### config.mk
export PLATFORM = sky130hd
export DESIGN_NAME = simon_encrypt_core
export DESIGN_NICKNAME = d
export VERILOG_FILES = /design/src/rtl/simon_pkg.sv /design/src/rtl/simon_round.sv /design/src/rtl/simon_encrypt_core.sv
export SDC_FILE = /design/constraint.sdc
export NUM_CORES = 1
export LEC_CHECK = 0
export CAP_MARGIN = 10
export CELL_PAD_IN_SITES_DETAIL_PLACEMENT = 1
export CELL_PAD_IN_SITES_GLOBAL_PLACEMENT = 2
export CORE_MARGIN = 10
export CORE_UTILIZATION = 33
export DETAILED_ROUTE_END_ITERATION = 10
export PLACE_DENSITY_LB_ADDON = 0.1
export SLEW_MARGIN = 20
export SYNTH_ARGS = -nofsm -noshare
export SYNTH_HDL_FRONTEND = slang
export SYNTH_SLANG_ARGS = --single-unit
### constraint.sdc
create_clock -name clk -period 13 [get_ports clk]
set_input_delay 2.6 -clock clk [delete_from_list [all_inputs] [get_ports clk]]
set_output_delay 2.6 -clock clk [all_outputs]
set_load 0.05 [all_outputs]
### src/rtl/simon_pkg.sv
// Shared Simon definitions: word/round sizing, FSM states, and the
// key schedule constants (z3 sequence and c) used by the key stage.
package simon_pkg;

    localparam int WORD_W = 32;
    localparam int ROUNDS = 44;

    typedef enum logic [1:0] {
        ST_IDLE,
        ST_RUN,
        ST_DONE
    } state_t;

    // z3 sequence, Z3[i] is element i (Simon64/128 uses z3).
    localparam logic [61:0] Z3 =
        62'b11110000101100111001010001001000000111101001100011010111011011;

    // c = 2^n - 4
    localparam logic [WORD_W-1:0] SIMON_C = ~WORD_W'(3);

endpackage

### src/rtl/simon_round.sv
// One combinational Simon Feistel round.
// Ports: x, y (state words), k (round key) -> x_next, y_next.
module simon_round #(
    parameter int WORD_W = simon_pkg::WORD_W
) (
    input  logic [WORD_W-1:0] x,
    input  logic [WORD_W-1:0] y,
    input  logic [WORD_W-1:0] k,
    output logic [WORD_W-1:0] x_next,
    output logic [WORD_W-1:0] y_next
);

    logic [WORD_W-1:0] rol1;
    logic [WORD_W-1:0] rol2;
    logic [WORD_W-1:0] rol8;

    assign rol1 = (x << 1) | (x >> (WORD_W - 1));
    assign rol2 = (x << 2) | (x >> (WORD_W - 2));
    assign rol8 = (x << 8) | (x >> (WORD_W - 8));

    assign x_next = y ^ (rol1 & rol8) ^ rol2 ^ k;
    assign y_next = x;

endmodule

### src/rtl/simon_encrypt_core.sv
// Iterative Simon encryption core, one round per accepted round key.
// Ports: clk, rst (async high); start/pt request; key_valid/key_in with
// key_ready and round_idx toward the key stage; busy, ct, done pulse.
module simon_encrypt_core #(
    parameter int WORD_W = simon_pkg::WORD_W,
    parameter int ROUNDS = simon_pkg::ROUNDS
) (
    input  logic                clk,
    input  logic                rst,
    input  logic                start,
    input  logic [2*WORD_W-1:0] pt,
    input  logic                key_valid,
    input  logic [WORD_W-1:0]   key_in,
    output logic                key_ready,
    output logic [7:0]          round_idx,
    output logic                busy,
    output logic [2*WORD_W-1:0] ct,
    output logic                done
);

    import simon_pkg::*;

    localparam logic [7:0] LAST_IDX = 8'(ROUNDS - 1);

    state_t state_q;
    state_t state_d;

    logic [WORD_W-1:0] x_q;
    logic [WORD_W-1:0] y_q;
    logic [WORD_W-1:0] x_nx;
    logic [WORD_W-1:0] y_nx;
    logic              step;
    logic              last;

    assign step = (state_q == ST_RUN) && key_valid;
    assign last = (round_idx == LAST_IDX);

    simon_round #(
        .WORD_W(WORD_W)
    ) u_round (
        .x     (x_q),
        .y     (y_q),
        .k     (key_in),
        .x_next(x_nx),
        .y_next(y_nx)
    );

    always_comb begin
        state_d = state_q;
        unique case (state_q)
            ST_IDLE: if (start) state_d = ST_RUN;
            ST_RUN:  if (step && last) state_d = ST_DONE;
            ST_DONE: state_d = ST_IDLE;
            default: state_d = ST_IDLE;
        endcase
    end

    always_ff @(posedge clk or posedge rst) begin
        if (rst) state_q <= ST_IDLE;
        else     state_q <= state_d;
    end

    // ct is captured on the final round so it is valid in the done cycle.
    always_ff @(posedge clk or posedge rst) begin
        if (rst) begin
            x_q       <= '0;
            y_q       <= '0;
            round_idx <= '0;
            ct        <= '0;
        end else begin
            if (state_q == ST_IDLE && start) begin
                x_q       <= pt[2*WORD_W-1:WORD_W];
                y_q       <= pt[WORD_W-1:0];
                round_idx <= '0;
            end
            if (step) begin
                x_q <= x_nx;
                y_q <= y_nx;
                if (last) ct <= {x_nx, y_nx};
                else      round_idx <= round_idx + 8'd1;
            end
        end
    end

    assign key_ready = (state_q == ST_RUN);
    assign busy      = (state_q != ST_IDLE);
    assign done      = (state_q == ST_DONE);

endmodule

## Yosys cells after proc, flatten, opt, wreduce, memory -nomap -nowiden

Cells that the tools add are included.

- Flip-flop bits (word level): 138
- Input bits: 100
- Output and inout bits: 75

- $add $sub $neg: 1
- Equality and inequality tests: 5
- Mux-type cells: 10
- Bitwise gates (word level): 7
- Reduce and logical (&&, ||, !) cells: 8

Operators by type and width:

| cell | number |
|---|---|
| $mux 32 | 4 |
| $xor 32x32->32 | 3 |
| $and 32x32->32 | 1 |
| $or 32x1->32 | 1 |
| $or 32x2->32 | 1 |
| $or 32x8->32 | 1 |
| $mux 8 | 3 |
| $add 8x1->8 const B | 1 |
| $eq 8x6->1 const B | 1 |
| $mux 2 | 2 |
| $pmux 2 s2 | 1 |
| $reduce_and 2->1 | 2 |
| $reduce_bool 2->1 | 2 |
| $logic_and 1x1->1 | 3 |
| $eq 2x1->1 const B | 1 |
| $eq 2x2->1 const B | 1 |
| $logic_not 2->1 | 1 |
| $ne 2x1->1 const B | 1 |
| $ne 2x2->1 const B | 1 |

## Longest topological paths before layout

Gate-level depths: netlist (run 1).

- Word-level depth: 6
- Mapped depth: 7

## By module

A second synthesis (run 1) with hierarchy kept.

- Cell total of the unflattened synthesis: 663
- Area, all modules: 7318.3 µm²

By module, submodules not included:

| module | instances | cells an instance | area each (µm²) | seq. area each (µm²) |
|---|---|---|---|---|
| simon_encrypt_core | 1 | 535 | 5957.0 | 3453.3 |
| simon_round | 1 | 128 | 1361.3 | 0.0 |

## Worst setup path after synthesis (run 1)

Ideal clock, no wire load.

- Path kind: in2reg
- From: input key_valid
- To: register ct[10]
- Library setup time: 0.125 ns
- Data arrival time: 3.614 ns
- Path slack: 9.261 ns
- Stages: 5
- Path buffers: 2
- Path through: nand3b_1 nor2_4 buf_8 buf_12 mux2_4

- Cells in the longest elaborated chain, start to end: 2

Ends and longest elaborated chain:

| element | line | RTL |
|---|---|---|
| start: declaration | simon_encrypt_core.sv:12 | `input logic key_valid,` |
| $logic_and 1x1->1 | simon_encrypt_core.sv:35 | `assign step = (state_q == ST_RUN) && key_valid;` |
| $reduce_and 2->1 (no source line) | -- |  |
| end signal: assignment | simon_encrypt_core.sv:79 | `if (last) ct <= {x_nx, y_nx};` |
| end: declaration | simon_encrypt_core.sv:17 | `output logic [2*WORD_W-1:0] ct,` |

No other way between the ends.
A chain may end at the register's enable or synchronous reset.

## Worst setup path after layout (run 1)

- From: input key_valid
- To: register ct[4]

Same word-level chain as after synthesis.

==> results of run 1 <==
## critical path, cell delays in order
cell	delay, ns
clkdlybuf4s50_1	0.48
nand3b_1	0.09
buf_4	0.37
nor2_4	0.19
buf_6	0.57
mux2_2	0.42
## power breakdown
part,switching [mW],internal (mW)
logic,0.617,0.526
clock network,0.195,0.269
registers,0.222,0.594
total,1.03,1.39
## synth_stat cells (2+ instances only)
cell type / n / area (sq um)
xnor2_1: 96 / 840.8
o21ai_0: 5 / 25.02
nand2_1: 104 / 390.4
nor2b_1: 2 / 12.51
buf_4: 4 / 30.03
clkbuf_1: 13 / 48.80
a22o_1: 2 / 17.52
a21o_1: 32 / 240.2
a21oi_1: 4 / 20.02
buf_1: 4 / 15.01
inv_1: 5 / 18.77
buf_2: 6 / 30.03
nand4_1: 3 / 18.77
mux2_2: 24 / 270.3
a31oi_1: 33 / 206.5
nor2_1: 67 / 251.5
mux2i_1: 33 / 330.3
mux2_4: 40 / 600.6
dfrtp_1: 138 / 3453
nand3_1: 2 / 10.01
buf_12: 4 / 80.08
## state kept, by name (all words and copies together), names as in the netlist
signal     count
state_q        2
ct            64
round_idx      8
y_q           32
x_q           32
## routing by layer
layer / share of wire, % / vias to the layer above / GRT usage, % / routed length, um
met1: 47 / 2668 / 20.56 / 10350
met2: 48 / 125 / 25.89 / 10700
met5: 0 / - / 0 / 0
met4: 0.65 / 0 / 3.666 / 144
li1: - / 2463 / - / -
met3: 4.7 / 10 / 4.543 / 1046
## cell type report
cell class | count | area [sq um] | area share [%]
inverters | 5 | 23.77 | 0.2490
clock inverters | 13 | 122.6 | 1.284
multi-input cells | 461 | 3379 | 35.39
repair buffers | 179 | 1783 | 18.67
flip-flops and latches | 138 | 3453 | 36.16
clock buffers | 19 | 442.9 | 4.638
well taps | 275 | 344.1 | 3.603
## cells by family (layout without fill, tap and decap cells)
group,after synthesis,count (layout)
AO/OA/AOI/OAI,79,79
adder cells (fa/ha/maj),1,1
buffers and inverters,38,216
multiplexers,97,97
flip-flops,138,138
AND/OR/NAND/NOR,187,187
XOR/XNOR,97,97
## final timing paths
check                         end  slack, ns  depth (start not counted)
max in group asynchronous  x_q[9]       8.94                          3
setup / recovery            ct[4]       8.43                          6
setup reg to reg            ct[4]      10.58                          5
hold / removal             ct[63]       0.51                          1
hold reg to reg            ct[63]       0.51                          1
min in group asynchronous  ct[17]       2.63                          2
==> out/qor.csv, run 1 <==
metric,value,unit
Die Width,166.4,um
count of different cell masters after synthesis,37,
P_leak,4.093,nW
largest fanout on the critical path,71,
Post-DP Area,8980,sq um
Syn-to-layout area delta,35.01,%
Synth Area in Compound Gates,7.589,%
Final ANT Viol Nets,0,
worst r2r src,state_q[1],
Residual DRC,0,
TritonCTS clock tree,built,
Die Area,27690,sq um
"FFs w/ async S/R, synth",100.0,%
WL/cell,20.40,um
Tot Pwr,2.422,mW
Hold Slack,0.5092,ns
global route total overflow,0,
"Warnings, synthesis",0,
total length of routed wires,22.24,mm
status,completed,
Post-Synth Simple-Gate Area,10.90,%
Worst setup SP type,input pin,
final hold violations,0,
mux cell area share after synthesis,16.98,%
antenna violations before repair,0,
# placed instances,1058,
CTS Buf Count,17,
Pre-antenna DRT Iters,4,
CP endpoint kind,flop,
Worst Clk Skew,0.008951,ns
Final Cycle Share,35.14,%
Worst Hold Class,flop to flop,
clk slew on worst S/H paths,0.06,ns
ys flop type,dfrtp_1,
Final Slew Violations,0,
Clock Latency Late Sink,0.43,ns
HP Start,ct[63],
power density cells,253.7,nW/um^2
Final Critical Period,4.568,ns
I/O Pins,175,
Initial Utilization,33.54,%
PortBufs,174,
Fmax achieved,218.9,MHz
Tot GR Track Use,15.96,%
CTS Root Cell,clkbuf_16,
largest family of logic cells by synthesized area,multiplexers,
Final Cell Area,9549,sq um
Post-Syn Area,7073,sq um
first-pass GRT wire length,34.87,mm
Worst Setup SP,key_valid,
Slew @ Worst Pin,1.050,ns
TritonCTS sink count,138,
xor/xnor share of the synthesized area,12.01,%
fin util,45.28,%
Post-Synth Adder-Cell Area,0.1769,%
Mapped Avg Cell Area,11.10,sq um
std cell rows,53,
core footprint,21090,sq um
hpwl dp,15.41,mm
most common library cell in the layout ignoring fill and taps,clkdlybuf4s50_1,
Max-Cap Viols,0,
gp weighted congestion,0.7825,
Setup CP Type,input pin to flop,
CP required,13.31,ns
Fillers,2310,
Vias,5266,
largest net degree at the start of global routing,72,
layout cell share with drive strength beyond 1,13.37,%
post-CTS resize count,0,
Mapped Nets,738,
vias per cell,4.831,
peak supply drop,0.09834,mV
count of state elements after synthesis,138,
Die Span Y,166.4,um
Post-Layout Cell Count,1090,
Max clock buf depth,2,
layout net count,903,
Antenna Cells,0,
cts-stage hold buffer count,0,
Post-synth EDFFs,0,
vias in the first global route,5779,
post-synthesis sequential area ratio,48.82,%
# setup viols final,0,
postcts setup bufs,0,
First DRT Iteration DRCs,224,
Final Worst Setup Slack,8.432,ns
RSZ-0062 raised after global routing,no,
cell count after synthesis,637,
WP data arrival,4.87,ns
DP Worst Slack,7.755,ns
setup TNS,0,ns
"commonest cells after routing, fill and taps aside","clkdlybuf4s50_1 (174), dfrtp_1 (138), nand2_1 (103)",
Max-slew headroom,30.02,%
H-tree Lvls,4,
No activity file was read; power rests on OpenSTA's default activity.
==> inputs of run 2 (changes only) <==
--- a/config.mk
+++ b/config.mk
@@ -9,7 +9,7 @@
 export CELL_PAD_IN_SITES_DETAIL_PLACEMENT = 1
 export CELL_PAD_IN_SITES_GLOBAL_PLACEMENT = 2
 export CORE_MARGIN = 10
-export CORE_UTILIZATION = 33
+export CORE_UTILIZATION = 28
 export DETAILED_ROUTE_END_ITERATION = 10
 export PLACE_DENSITY_LB_ADDON = 0.1
 export SLEW_MARGIN = 20
==> constraint.sdc (replaced) <==
create_clock -name clk -period 3.8 [get_ports clk]
set_input_delay 0.76 -clock clk [delete_from_list [all_inputs] [get_ports clk]]
set_output_delay 0.76 -clock clk [all_outputs]
set_load 0.05 [all_outputs]
==> out/qor.csv, run 2 (synthesis gave the netlist of run 1 again) <==
metric,value,unit,change
status,completed,,
# placed instances,1115,,+5.4%
H-tree Lvls,4,,unchanged
max FFs per register,64,,unchanged
Final Cell Area,9711,sq um,+1.7%
Fillers,2759,,+19%
I/O Pins,175,,unchanged
post-CTS resize count,0,,unchanged
TritonCTS sink count,138,,unchanged
Die Span Y,178.9,um,+7.5%
cts-stage hold buffer count,0,,unchanged
WL/cell,20.34,um,-0.32%
core footprint,25040,sq um,+19%
final hold violations,0,,unchanged
Worst Hold Class,flop to flop,,
Max-Cap Viols,0,,unchanged
Tot Pwr,8.474,mW,+250%
Initial Utilization,28.25,%,-5.3 points
Top Registers,"ct: 64 flops, x_q: 32 flops, y_q: 32 flops",,
P_leak,4.141,nW,+1.2%
clock share of power,20.6,%,+1.5 points
gp weighted congestion,0.7660,,-2.1%
vias per cell,4.568,,-5.5%
# setup viols final,0,,unchanged
Sw Share,42.59,%,-0.096 points
CP endpoint kind,primary output,,
Final Cycle Share,69.55,%,
CTS Buf Count,17,,unchanged
Residual DRC,0,,unchanged
Int Pwr,4.865,mW,+250%
Post-DP Area,9100,sq um,+1.3%
Final ANT Viol Nets,0,,unchanged
vias in the first global route,5756,,-0.40%
CP required,3.04,ns,-10.27 ns
Final Critical Period,2.643,ns,
Worst Clk Skew,0.01161,ns,+0.002660 ns
power share of the combinational group,46.5,%,-0.7 points
Die Width,178.9,um,+7.5%
CTS Root Cell,clkbuf_16,,
Switching Power,3.609,mW,+250%
peak supply drop,0.3005,mV,+210%
"commonest cells after routing, fill and taps aside","clkdlybuf4s50_1 (174), dfrtp_1 (138), nand2_1 (103)",,
Max clock buf depth,2,,unchanged
power density cells,872.6,nW/um^2,+240%
Die Area,32020,sq um,+16%
first-pass GRT wire length,35.65,mm,+2.2%
antenna violations before repair,0,,unchanged
Fmax achieved,378.4,MHz,
postcts setup bufs,0,,unchanged
share of power burned in registers,32.9,%,-0.8 points
Final Slew Violations,0,,unchanged
Worst setup SP type,flop,,
most common library cell in the layout ignoring fill and taps,clkdlybuf4s50_1,,
Antenna Cells,0,,unchanged
layout net count,905,,+0.22%
Syn-to-layout area delta,37.29,%,
First DRT Iteration DRCs,265,,+18%
PortBufs,174,,unchanged
Clock Latency Late Sink,0.42,ns,about the same
clk slew on worst S/H paths,0.06,ns,about the same
Setup CP Type,flop to primary output,,
layout cell share with drive strength beyond 1,13.71,%,+0.33 points
TritonCTS clock tree,built,,
Tot GR Track Use,14.70,%,-1.3 points
Reg with most FFs,ct,,
RSZ-0062 raised after global routing,no,,
Max-slew headroom,44.47,%,+14 points
global route total overflow,0,,unchanged
hpwl dp,16.39,mm,+6.4%
largest net degree at the start of global routing,139,,+93%
Post-Layout Cell Count,1147,,+5.2%
Slew @ Worst Pin,0.8329,ns,-0.2167 ns
total length of routed wires,23.33,mm,+4.9%
Vias,5239,,-0.51%
std cell rows,58,,+9.4%
setup TNS,0,ns,unchanged
Pre-antenna DRT Iters,4,,unchanged
largest fanout on the critical path,5,,-93%
WP data arrival,1.88,ns,-2.99 ns
run 2: changes by cell type in the layout (fill, tap and decap cells not counted):
| cell | before | now |
|---|---|---|
| buf_12 | 0 | 3 |
| inv_6 | 2 | 5 |
| clkinv_2 | 2 | 0 |
| clkinvlp_4 | 4 | 2 |
| buf_6 | 1 | 0 |
| bufinv_16 | 1 | 2 |
| clkbuf_1 | 1 | 0 |
| clkbuf_8 | 1 | 2 |
| clkinv_4 | 5 | 4 |
| inv_8 | 0 | 1 |
run 2: layer usage:
layer,global-route usage [%],wire length (um)
met5,0,0
met4,4.134,264
met3,3.265,1163
met2,23.10,10960
met1,19.87,10940
run 2: power by group through the flow:
stage	registers, mW	clock network (mW)	logic (mW)
finish	2.79	1.75	3.94
global route	2.89	1.86	4.31
CTS	2.82	1.79	4.01
detailed placement	2.84	0	3.99
global placement	2.83	0	3.90
floorplan	3.21	0	2.30
run 2: critical path, cell delays in order, from the launching register on:
cell and delay (ns):
dfrtp_1 0.41, nand2b_1 0.18, inv_1 0.07, clkdlybuf4s50_1 0.80
run 2: final cells by class:
type	instances	area, sq um	share of cell area (%)
clock buffers	19	452.9	4.664
clock inverters	13	157.7	1.624
inverters	5	22.52	0.2319
multi-input cells	461	3379	34.80
flip-flops and latches	138	3453	35.56
well taps	330	412.9	4.252
repair buffers	181	1832	18.86
run 2: final timing paths:
kind / slack, ns / depth (start not counted) / startpoint / end
worst max-delay path: 1.16 / 3 / state_q[1] / key_ready
worst min-delay path: 0.51 / 1 / ct[51] / ct[51]
worst max register to register: 1.39 / 6 / round_idx[0] / ct[2]
worst min register to register: 0.51 / 1 / ct[51] / ct[51]
max in group asynchronous: 2.27 / 3 / rst / ct[61]
min in group asynchronous: 0.90 / 3 / rst / ct[17]
run 2: through the flow:
step           setup slack [ns]  hold slack, ns  util (%)
6_report                  1.157          0.5089     38.79
5_1_grt                   1.081          0.5261     38.79
4_1_cts                   1.129          0.5155     38.79
3_5_place_dp             0.8752          0.4957     36.35
3_3_place_gp              1.060          0.4910     36.35
2_1_floorplan             1.319          0.5320         -
